`config.mk`:
```
export PLATFORM = sky130hd
export DESIGN_NAME = cmd_asm
export DESIGN_NICKNAME = d
export VERILOG_FILES = /design/src/rtl/cmd_asm_pkg.sv /design/src/rtl/cmd_asm_tmo.sv /design/src/rtl/cmd_asm.sv
export SDC_FILE = /design/constraint.sdc
export NUM_CORES = 1
export LEC_CHECK = 0
export BUFFER_PORTS_ARGS = -buffer_cell sky130_fd_sc_hd__buf_2
export CAP_MARGIN = 5
export CORE_ASPECT_RATIO = 1.5
export CORE_MARGIN = 3
export CORE_UTILIZATION = 52
export DETAILED_ROUTE_END_ITERATION = 8
export PLACE_DENSITY_LB_ADDON = 0.15
export SLEW_MARGIN = 20
export SYNTH_ARGS = -nofsm -noshare
export SYNTH_HDL_FRONTEND = slang
export SYNTH_SLANG_ARGS = --single-unit
```
`constraint.sdc`:
```
create_clock -name clk_i -period 2.2 [get_ports clk_i]
set_input_delay 0.33 -clock clk_i [delete_from_list [all_inputs] [get_ports clk_i]]
set_output_delay 0.33 -clock clk_i [all_outputs]
set_load 0.1 [all_outputs]
```
`src/rtl/cmd_asm_pkg.sv`:
```
// cmd_asm_pkg: types and constants shared by the command assembler and its
// timeout sub-module.
//   opc_t           8-bit opcode
//   cmd_t           32-bit long-command parameter word
//   CMD_PARAM_BYTES number of parameter bytes following a long opcode
//   LONG_OPC_BIT    opcode bit that marks a long command
//   state_t         assembler FSM states
package cmd_asm_pkg;

    typedef logic [7:0]  opc_t;
    typedef logic [31:0] cmd_t;

    localparam int CMD_PARAM_BYTES = 4;
    localparam int LONG_OPC_BIT    = 7;

    typedef enum logic {
        IDLE  = 1'b0,
        PARAM = 1'b1
    } state_t;

    // True when the byte opens a long command (opcode + parameter bytes).
    function automatic logic is_long(input opc_t b);
        return b[LONG_OPC_BIT];
    endfunction

endpackage

```
`src/rtl/cmd_asm_tmo.sv`:
```
// tmo_cnt: inter-byte timeout counter.
//   clk_i   clock, rising edge
//   rst_in  asynchronous active-low reset
//   clr_i   clear counter to zero (has priority over en_i)
//   en_i    count one cycle
//   exp_o   combinational pulse: counter sits at LIMIT-1, enabled, not cleared
// LIMIT = 0 disables the counter entirely (exp_o never asserts).
module tmo_cnt
    import cmd_asm_pkg::*;
#(
    parameter int LIMIT = 1_000_000
) (
    input  logic clk_i,
    input  logic rst_in,
    input  logic clr_i,
    input  logic en_i,
    output logic exp_o
);

    // Width holds the value LIMIT itself; a 1-bit counter when disabled.
    localparam int W = (LIMIT > 0) ? $clog2(LIMIT + 1) : 1;
    localparam logic [W-1:0] LAST = W'((LIMIT > 0) ? (LIMIT - 1) : 0);
    localparam logic [W-1:0] SAT  = W'((LIMIT > 0) ? LIMIT : 0);

    logic [W-1:0] cnt_r;

    // Saturating cycle counter; never wraps back to zero on its own.
    always_ff @(posedge clk_i or negedge rst_in) begin
        if (!rst_in) begin
            cnt_r <= '0;
        end else if (clr_i) begin
            cnt_r <= '0;
        end else if (en_i && (cnt_r != SAT)) begin
            cnt_r <= cnt_r + W'(1);
        end else begin
            cnt_r <= cnt_r;
        end
    end

    // A byte arriving in the same cycle (clr_i) cancels the expiry.
    assign exp_o = (LIMIT != 0) && en_i && !clr_i && (cnt_r == LAST);

endmodule

```
`src/rtl/cmd_asm.sv`:
```
// cmd_asm: assembles UART bytes into decoder commands.
// A byte with bit 7 clear is a complete short command; a byte with bit 7 set
// is a long opcode followed by four parameter bytes (first byte = LSB).
//   clk_i   clock, rising edge          rst_in  async active-low reset
//   stb_i   received-byte valid pulse   dat_i   received byte
//   stb_o   assembled-command pulse     opc_o   opcode (held)
//   cmd_o   parameter word (held, 0 for short commands)
//   err_o   pulse when a partial long command is dropped by timeout
//   busy_o  high while parameter bytes are outstanding
module cmd_asm
    import cmd_asm_pkg::*;
#(
    parameter int TIMEOUT = 1_000_000
) (
    input  logic        clk_i,
    input  logic        rst_in,
    input  logic        stb_i,
    input  logic [7:0]  dat_i,
    output logic        stb_o,
    output logic [7:0]  opc_o,
    output logic [31:0] cmd_o,
    output logic        err_o,
    output logic        busy_o
);

    localparam int IDXW = $clog2(CMD_PARAM_BYTES);
    localparam logic [IDXW-1:0] LAST_IDX = IDXW'(CMD_PARAM_BYTES - 1);

    state_t          state_r, state_s;
    logic [IDXW-1:0] idx_r, idx_s;
    cmd_t            sh_r, sh_s;
    opc_t            lop_r, lop_s;
    logic            stb_r, stb_s;
    logic            err_r, err_s;
    opc_t            opc_r, opc_s;
    cmd_t            cmd_r, cmd_s;
    logic            tmo_exp_s;
    logic            in_param_s;

    assign in_param_s = (state_r == PARAM);

    // Counter runs only while waiting for parameter bytes; any byte restarts it.
    tmo_cnt #(.LIMIT(TIMEOUT)) u_tmo (
        .clk_i  (clk_i),
        .rst_in (rst_in),
        .clr_i  (stb_i || !in_param_s),
        .en_i   (in_param_s),
        .exp_o  (tmo_exp_s)
    );

    // Next-state and next-output decode.
    always_comb begin
        state_s = state_r;
        idx_s   = idx_r;
        sh_s    = sh_r;
        lop_s   = lop_r;
        stb_s   = 1'b0;
        err_s   = 1'b0;
        opc_s   = opc_r;
        cmd_s   = cmd_r;
        case (state_r)
            IDLE: begin
                if (stb_i) begin
                    if (is_long(dat_i)) begin
                        lop_s   = dat_i;
                        idx_s   = '0;
                        sh_s    = '0;
                        state_s = PARAM;
                    end else begin
                        stb_s   = 1'b1;
                        opc_s   = dat_i;
                        cmd_s   = '0;
                        state_s = IDLE;
                    end
                end else begin
                    state_s = IDLE;
                end
            end
            PARAM: begin
                if (stb_i) begin
                    // Parameter bytes are pure data, whatever their bit 7.
                    sh_s[{idx_r, 3'b000} +: 8] = dat_i;
                    idx_s = idx_r + IDXW'(1);
                    if (idx_r == LAST_IDX) begin
                        stb_s   = 1'b1;
                        opc_s   = lop_r;
                        cmd_s   = sh_s;
                        state_s = IDLE;
                    end else begin
                        state_s = PARAM;
                    end
                end else if (tmo_exp_s) begin
                    err_s   = 1'b1;
                    idx_s   = '0;
                    sh_s    = '0;
                    state_s = IDLE;
                end else begin
                    state_s = PARAM;
                end
            end
            default: begin
                idx_s   = '0;
                sh_s    = '0;
                state_s = IDLE;
            end
        endcase
    end

    // State, assembly and output registers.
    always_ff @(posedge clk_i or negedge rst_in) begin
        if (!rst_in) begin
            state_r <= IDLE;
            idx_r   <= '0;
            sh_r    <= '0;
            lop_r   <= 8'h00;
            stb_r   <= 1'b0;
            err_r   <= 1'b0;
            opc_r   <= 8'h00;
            cmd_r   <= 32'h0000_0000;
        end else begin
            state_r <= state_s;
            idx_r   <= idx_s;
            sh_r    <= sh_s;
            lop_r   <= lop_s;
            stb_r   <= stb_s;
            err_r   <= err_s;
            opc_r   <= opc_s;
            cmd_r   <= cmd_s;
        end
    end

    assign stb_o  = stb_r;
    assign err_o  = err_r;
    assign opc_o  = opc_r;
    assign cmd_o  = cmd_r;
    assign busy_o = in_param_s;

endmodule

```
### Word-level counts from Yosys, hierarchy flattened

Index checks and enable logic that the tools add are counted.

| operators by class | value |
|---|---|
| add/sub/neg operators | 3 |
| eq/ne operators | 9 |
| shift-type cells | 2 |
| muxes and demuxes | 37 |
| bitwise logic cells | 1 |
| reductions and logical operators | 10 |

Operators by type and width:

| operator | count |
|---|---|
| 2-to-1 mux 32 bit | 8 |
| one-hot mux 32 bit (2 select lines) | 2 |
| 2-to-1 mux 20 bit | 2 |
| bitwise mux 32 bit | 1 |
| 2-to-1 mux 8 bit | 4 |
| variable shift 8 x 7 -> 32 bit, first input constant | 1 |
| indexed part select 8 x 7 -> 32 bit | 1 |
| adder 20 x 1 -> 20 bit, second input constant | 1 |
| equality test 20 bit, second input constant | 1 |
| != test 20 bit, second input constant | 1 |
| one-hot mux 8 bit (2 select lines) | 1 |
| 2-to-1 mux 1 bit | 12 |
| 2-to-1 mux 2 bit | 4 |
| != test 2 bit, second input constant | 4 |
| negator 5 -> 7 bit | 1 |
| AND reduction 3 bit | 2 |
| one-hot mux 1 bit (2 select lines) | 2 |
| one-hot mux 2 bit (2 select lines) | 1 |
| AND reduction 4 bit | 1 |
| logical AND 1 bit | 3 |
| != test 3 x 2 -> 1 bit, second input constant | 1 |
| adder 2 x 1 -> 2 bit, second input constant | 1 |
| equality test 2 bit, second input constant | 1 |
| zero test 1 bit | 2 |
| 4 further kinds | 4 |

| word-level totals | value |
|---|---|
| flip-flop bits (word level) | 105 |
| bits of input ports | 11 |
| output and inout port bits | 43 |
| word-level logic and storage cells | 71 |

### Logic depth before layout (Yosys ltp)

Gate-level depths: netlist of the first run.

| logic depth | value |
|---|---|
| depth in word-level cells | 8 |
| mapped depth | 7 |
| depth with buffers taken out | 6 |

### By module

Synthesis of the first run repeated with hierarchy kept, for this count alone.

| second synthesis, totals | value |
|---|---|
| cell total of the unflattened synthesis | 443 |
| area total of the unflattened synthesis | 5143.7 µm² |

Modules (own cells, without submodules):

| module | times used | cells each | area each (µm²) | seq. area each (µm²) |
|---|---|---|---|---|
| cmd_asm | 1 | 310 | 3935.0 | 2127.0 |
| tmo_cnt | 1 | 133 | 1208.7 | 500.5 |

### Worst setup path after synthesis of the first run

Ideal clock, no wire load.

| timing path | value |
|---|---|
| path type | flip-flop to flip-flop |
| start point | register state_r, in the netlist busy_o |
| end point | register cmd_r[14], in the netlist cmd_o[14] |
| library setup time | 85 ps |
| data arrival time | 2407 ps |
| data required time | 2115 ps |
| slack | -291 ps |
| stages on the path, launching flop included | 6 |
| buffers on the path | 1 |
| clock period less this slack | 2491 ps |
| path through | dfrtp_1 > clkbuf_1 > nand2_1 > nor4_1 > a22oi_1 > o21ai_0 |

| on the way | value |
|---|---|
| longest elaborated chain between the ends | 3 |
| elaborated cells between the ends (all ways) | 7 |
| those cells by class | 4 x eq/ne; 1 x mux; 1 x bitwise; 1 x reduce/logical |

Ends and longest elaborated chain:

| element | RTL line | RTL |
|---|---|---|
| start, declared | cmd_asm.sv:29 | `state_t state_r, state_s;` |
| start signal, assigned | cmd_asm.sv:121 | `state_r <= state_s;` |
| NOT 1 bit (no line) | n/a |  |
| != test 2 bit (no line) | n/a |  |
| AND reduction 4 bit (no line) | n/a |  |
| end signal, assigned | cmd_asm.sv:128 | `cmd_r <= cmd_s;` |
| end, declared | cmd_asm.sv:36 | `cmd_t cmd_r, cmd_s;` |

Parallel ways exist; a longest one is shown, timed or not.
A chain may end at the register's enable or synchronous reset.

### Worst setup path in the final report of the first run

| timing path | value |
|---|---|
| start point | register u_tmo.cnt_r[8] |
| end point | register sh_r[27] |

| on the way | value |
|---|---|
| longest elaborated chain between the ends | 4 |

Ends and longest elaborated chain:

| element | RTL line | RTL |
|---|---|---|
| start, declared | cmd_asm_tmo.sv:25 | `logic [W-1:0] cnt_r;` |
| start signal, assigned | cmd_asm_tmo.sv:34 | `cnt_r <= cnt_r + W'(1);` |
| start signal, assigned | cmd_asm_tmo.sv:36 | `cnt_r <= cnt_r;` |
| equality test 20 bit | cmd_asm_tmo.sv:41 | `assign exp_o = (LIMIT != 0) && en_i && !clr_i && (cnt_r == LAST);` |
| logical AND 1 bit | cmd_asm_tmo.sv:41 |  |
| != test 3 x 2 -> 1 bit (no line) | n/a |  |
| AND reduction 3 bit (no line) | n/a |  |
| end signal, assigned | cmd_asm.sv:123 | `sh_r <= sh_s;` |
| end, declared | cmd_asm.sv:31 | `cmd_t sh_r, sh_s;` |

No other way between the ends.

==> results of run 1 <==
power breakdown:
| part | switching [mW] | leakage [nW] | total (mW) | internal, mW |
|---|---|---|---|---|
| sequential | 0.168 | 1.42 | 2.38 | 2.21 |
| combinational | 1.56 | 0.983 | 2.00 | 0.444 |
| clock | 0.683 | 0.175 | 1.89 | 1.21 |
| total | 2.41 | 2.58 | 6.27 | 3.86 |
cell usage after synthesis, types with 3 or more instances:
master | count | area share
a21oi_1 | 28 | 0.030
a22oi_1 | 8 | 0.013
buf_6 | 3 | 0.0072
clkbuf_1 | 17 | 0.014
dfrtp_1 | 105 | 0.56
ha_1 | 8 | 0.021
inv_1 | 10 | 0.0080
mux2_2 | 8 | 0.019
mux2i_1 | 8 | 0.017
nand2_1 | 83 | 0.067
nand2b_1 | 3 | 0.0040
nand3_1 | 11 | 0.012
nand4_1 | 5 | 0.0067
nor2_1 | 19 | 0.015
nor2b_1 | 25 | 0.033
nor3_1 | 4 | 0.0043
nor4_1 | 5 | 0.0067
o21ai_0 | 51 | 0.055
o22ai_1 | 25 | 0.033
xnor2_1 | 8 | 0.015
xor2_1 | 5 | 0.0094
worst min-delay path by stage:
stage,startpoint,to,slack (ns),cells past startpoint
floorplan,rst_in,busy_o,0.03,0
CTS,stb_i,busy_o,0.32,3
global route,stb_i,busy_o,0.35,3
detailed placement,rst_in,u_tmo.cnt_r[3],0.27,1
finish,stb_i,busy_o,0.34,3
global placement,rst_in,u_tmo.cnt_r[3],0.26,1
flip-flops by register name, indices dropped and copies added, names as in the netlist:
signal and count:
cmd_o 32, sh_r 32, u_tmo.cnt_r 20, lop_r 8
opc_o 8, idx_r 2, busy_o 1, err_o 1
stb_o 1
kinds of logic (layout without fill, tap and decap cells):
logic type                 count (synthesis)  in the layout
and+or+nand+nor                          175            175
AOI/OAI and AO/OA                        118            118
DFF                                      105            105
buffers and inverters                     32            106
muxes                                     16             16
xor gates and xnor gates                  13             13
adders and majority gates                  8              8
stage by stage:
step,setup TNS [ns],cells,power (mW),utilization
2_1_floorplan,0,467,3.93,-
3_3_place_gp,0,631,4.37,0.611
3_5_place_dp,0,631,4.42,0.611
4_1_cts,0,648,6.31,0.655
5_1_grt,-0.107,648,6.55,0.655
6_report,0,648,6.27,0.655
worst reg2reg max path, delay by kind of cell, from the launching register on:
kind,cells,cell delay (ns)
AOI/OAI and AO/OA,1,0.13
and+or+nand+nor,3,1.33
buffers and inverters,1,0.22
DFF,1,0.37
cell type report:
cell class / instances / area, µm² / area share
Tap cell: 107 / 134 / 0.0239
Timing Repair Buffer: 80 / 510 / 0.0910
Clock buffer: 12 / 267 / 0.0475
Sequential cell: 105 / 2630 / 0.469
Multi-Input combinational cell: 330 / 1930 / 0.345
Clock inverter: 4 / 97.6 / 0.0174
Inverter: 10 / 37.5 / 0.00669
per-layer routing:
| layer | vias to the layer above | global-route usage | share of wire |
|---|---|---|---|
| li1 | 1777 | - | - |
| met1 | 1825 | 0.280 | 0.40 |
| met2 | 125 | 0.394 | 0.53 |
| met3 | 16 | 0.0383 | 0.050 |
| met4 | 0 | 0.0936 | 0.021 |
| met5 | - | 0 | 0 |
what timing repair did:
action / in CTS / in global routing
resized for setup: 0 / 6
endpoints found under the setup margin: 0 / 13
hold buffers: 1 / 0
endpoints found under the hold margin: 25 / 0
==> flow_metrics.py, run 1 <==
metrics = {
    "layout": {
        "areaGrowthSynthToFinish_pct": 19.8,
        "n_fill_cell": 651,
        "layout_common_cells": "dfrtp_1 (103), nand2_1 (83), buf_2 (52)",
        "diodes": 0,
        "nets": 555,
        "final_area_um2": 5610,
        "drive_gt1_frac": 0.209,
        "layout_commonest_cell": "dfrtp_1",
    },
    "sta": {
        "hold_viol": 0,
        "final-setup-viol-count": 0,
        "relSlewSlack": 0.471,
        "tightest_slew_ns": 0.791,
        "period_minus_slack_ns": 2.17,
        "setup_ws_ns": 0.0327,
        "fmax_mhz": 461,
        "fin_skew_ns": 0.00747,
        "grt_setup_unrepaired": "yes",
        "slew_viol_final": 0,
        "holdWs_ns": 0.336,
        "period_share": 0.985,
    },
    "drt": {
        "detail-route-antenna-nets": 0,
        "vias": 3743,
        "vias_per_cell": 5.78,
        "route.detailed.drc": 0,
        "wl_um": 11000,
        "drt_iter0_markers": 222,
        "dr.pass1.iters": 5,
        "wl_per_cell_um": 16.9,
    },
    "synth": {
        "synth_warnings": 0,
        "synthAdderAreaFrac": 0.0214,
        "synth_seq_cells": 105,
        "async_reset_ff_frac": 1.00,
        "synth_mux_area_frac": 0.0363,
        "yosysUniqueCellTypes": 41,
        "ys.flop_type": "dfrtp_1",
        "synthSimpleGateAreaFrac": 0.187,
        "synth_seq_area_share": 0.561,
        "synth-edff-count": 0,
        "synth_cells": 467,
        "synth_xor_area_frac": 0.0243,
        "syn_avg_cell_area_um2": 10.0,
        "synth_top_family_by_area": "simple AND/OR/NAND/NOR gates",
        "synth_compound_area_frac": 0.140,
        "synth_nets": 486,
        "syn_area_um2": 4680,
    },
    "power_and_ir_drop": {
        "peakVddDrop_v": 0.000708,
        "leakagePower_nw": 2.58,
        "p_per_area_nw_per_um2": 1120,
    },
    "global_route": {
        "overflow": 0,
        "grt_pass1_wl_um": 18400,
        "grt_usage": 0.226,
        "grt_pass1_vias": 3763,
        "grt_max_degree": 54,
        "antenna_found_initial": 0,
    },
    "worst_setup_path": {
        "r2r_end": "sh_r[27]",
        "critPathMaxStageDelay_ns": 0.59,
        "crit_type": "flop to flop",
        "startpoint": "u_tmo.cnt_r[8]",
        "endpoint_kind": "flop",
        "reg2reg_from": "u_tmo.cnt_r[8]",
        "cp-start-kind": "flop",
        "arrival_ns": 2.38,
        "critPathBufInv": 1,
        "reg2reg_slack_ns": 0.03,
        "critPathSlowestCell": "or4_4",
        "cp.depth": 5,
        "crit_end": "sh_r[27]",
        "crit_family": "simple AND/OR/NAND/NOR gates",
        "crit_chain": "or4_1 -> or4_4 -> nor3_4 -> buf_12 -> o22ai_1",
        "rr_worst_depth": 5,
        "critPathMaxFanout": 33,
        "cp.required_ns": 2.41,
    },
    "hold_path": {
        "hp-class": "input pin to flop",
    },
    "flow_run": {
        "drv_cap": 0,
    },
    "die": {
        "dieArea_um2": 10200,
        "fp.dieW_um": 83.5,
        "design.core.area_um2": 8570,
        "num_rows": 41,
        "start_util": 0.547,
        "die_h_um": 122,
        "io_pins": 54,
    },
    "placement": {
        "place_ws_ns": 0.0232,
        "dp_hpwl_um": 7520,
        "placed_area_um2": 5230,
        "place_congestion": 0.808,
        "port_buffers": 53,
    },
    "clocking": {
        "cts_buffers": 9,
        "h-tree-depth": 3,
        "clk_path_buf_depth": 2,
        "clkSinkCount": 105,
        "path_clk_slew_ns": 0.07,
        "cts_setup_buffers": 0,
        "cts_tree": "yes",
        "cts_root_buf": "clkbuf_16",
        "insertion_delay_ns": 0.34,
    },
    "run_status": {
        "outcome": "finished, final reports clean",
    },
}
(Power assumes the default switching activity.)
==> run 2: changes to the inputs <==
--- a/config.mk
+++ b/config.mk
@@ -8,7 +8,6 @@
 export BUFFER_PORTS_ARGS = -buffer_cell sky130_fd_sc_hd__buf_2
 export CAP_MARGIN = 5
 export CORE_ASPECT_RATIO = 1.5
-export CORE_MARGIN = 3
 export CORE_UTILIZATION = 52
 export DETAILED_ROUTE_END_ITERATION = 8
 export PLACE_DENSITY_LB_ADDON = 0.15
==> flow_metrics.py, run 2 (synthesized netlist as in run 1, its figures left out) <==
metrics = {
    "sta": {
        "setup_ws_ns": 0.0686,
        "fin_skew_ns": 0.00538,
        "fin_tns_setup_ns": 0,
        "hold_viol": 0,
        "holdWs_ns": 0.0173,
        "relSlewSlack": 0.455,
        "final-setup-viol-count": 0,
        "fmax_mhz": 469,
        "slew_viol_final": 0,
        "period_minus_slack_ns": 2.13,
        "grt_setup_unrepaired": "no",
        "tightest_slew_ns": 0.815,
        "period_share": 0.969,
    },
    "clocking": {
        "cts_tree": "yes",
        "clk_path_buf_depth": 2,
        "clkSinkCount": 105,
        "insertion_delay_ns": 0.35,
        "cts_root_buf": "clkbuf_16",
        "cts_buffers": 9,
        "path_clk_slew_ns": 0.07,
        "h-tree-depth": 3,
        "cts_hold_buf": 0,
    },
    "power_and_ir_drop": {
        "leakagePower_nw": 2.60,
        "peakVddDrop_v": 0.000659,
        "p_per_area_nw_per_um2": 1080,
    },
    "layout": {
        "diodes": 0,
        "nets": 559,
        "final_area_um2": 5670,
        "layout_commonest_cell": "dfrtp_1",
        "n_fill_cell": 711,
        "drive_gt1_frac": 0.215,
        "finish.utilization": 0.646,
        "areaGrowthSynthToFinish_pct": 21.0,
        "layout_common_cells": "dfrtp_1 (104), nand2_1 (83), buf_2 (52)",
    },
    "worst_setup_path": {
        "reg2reg_slack_ns": 0.07,
        "critPathMaxStageDelay_ns": 0.57,
        "crit_chain": "or3b_4 -> or4_4 -> nor3_4 -> buf_6 -> clkbuf_16 -> o22ai_1",
        "critPathSlowestCell": "or4_4",
        "rr_worst_depth": 6,
        "endpoint_kind": "flop",
        "arrival_ns": 2.35,
        "cp-start-kind": "flop",
        "crit_type": "flop to flop",
        "critPathMaxFanout": 8,
        "cp.required_ns": 2.42,
        "r2r_end": "sh_r[4]",
        "reg2reg_from": "u_tmo.cnt_r[10]",
    },
    "hold_path": {
        "hp-class": "input pin to asynchronous set/reset pin",
    },
    "placement": {
        "dp_hpwl_um": 7400,
        "place_congestion": 0.853,
        "place_ws_ns": 0.0530,
        "placed_area_um2": 5240,
        "port_buffers": 53,
    },
    "drt": {
        "vias": 3814,
        "drt_iter0_markers": 261,
        "detail-route-antenna-nets": 0,
        "vias_per_cell": 5.82,
        "dr.pass1.iters": 5,
        "wl_um": 11300,
        "wl_per_cell_um": 17.3,
        "route.detailed.drc": 0,
    },
    "die": {
        "io_pins": 54,
        "num_rows": 42,
        "start_util": 0.534,
        "fp.dieW_um": 79.5,
        "design.core.area_um2": 8780,
        "die_h_um": 118,
        "dieArea_um2": 9400,
    },
    "global_route": {
        "grt_usage": 0.252,
        "grt_pass1_wl_um": 18100,
        "grt_max_degree": 106,
        "overflow": 0,
        "antenna_found_initial": 0,
        "grt_pass1_vias": 3726,
    },
    "flow_run": {
        "drv_cap": 0,
    },
    "run_status": {
        "outcome": "finished, final reports clean",
    },
}
## run 2: per-stage QoR
step	instances	total power [mW]
2_1_floorplan	467	3.93
3_3_place_gp	632	4.37
3_5_place_dp	632	4.42
4_1_cts	648	6.18
5_1_grt	655	6.43
6_report	655	6.15
## run 2: area by class of cell
type,count,area (µm²),area share
Sequential cell,105,2630,0.464
Multi-Input combinational cell,330,1940,0.342
Timing Repair Buffer,84,593,0.105
Clock buffer,12,256,0.0453
Tap cell,110,138,0.0243
Clock inverter,4,75.1,0.0132
Inverter,10,37.5,0.00662
## run 2: worst max-delay path by stage
stage,start,end,slack [ns],cells past startpoint
finish,u_tmo.cnt_r[10],sh_r[4],0.07,6
global route,u_tmo.cnt_r[10],sh_r[13],0.04,6
CTS,u_tmo.cnt_r[8],sh_r[9],0.05,5
detailed placement,u_tmo.cnt_r[8],sh_r[9],0.05,5
global placement,u_tmo.cnt_r[8],sh_r[12],0.09,5
floorplan,u_tmo.cnt_r[8],u_tmo.cnt_r[0],0.03,4
## run 2: critical path: cells and delay by family, from the launching register on
kind,cells,cell delay [ns]
and+or+nand+nor,3,1.17
buffers and inverters,2,0.32
AOI/OAI and AO/OA,1,0.09
DFF,1,0.42
## run 2: what timing repair did
action,CTS,global route
setup endpoints to repair,0,4
setup buffers,0,4
resized for setup,0,4
endpoints found under the hold margin,0,0
## run 2: power breakdown
part	total [mW]	internal [mW]	switching, mW
clock network	1.76	1.06	0.697
logic	2.01	0.443	1.56
registers	2.39	2.21	0.179
## run 2: metal layers
metal,track usage,part of all wire
met1,0.307,0.40
met2,0.423,0.53
met3,0.0456,0.042
met4,0.122,0.025
met5,0,0
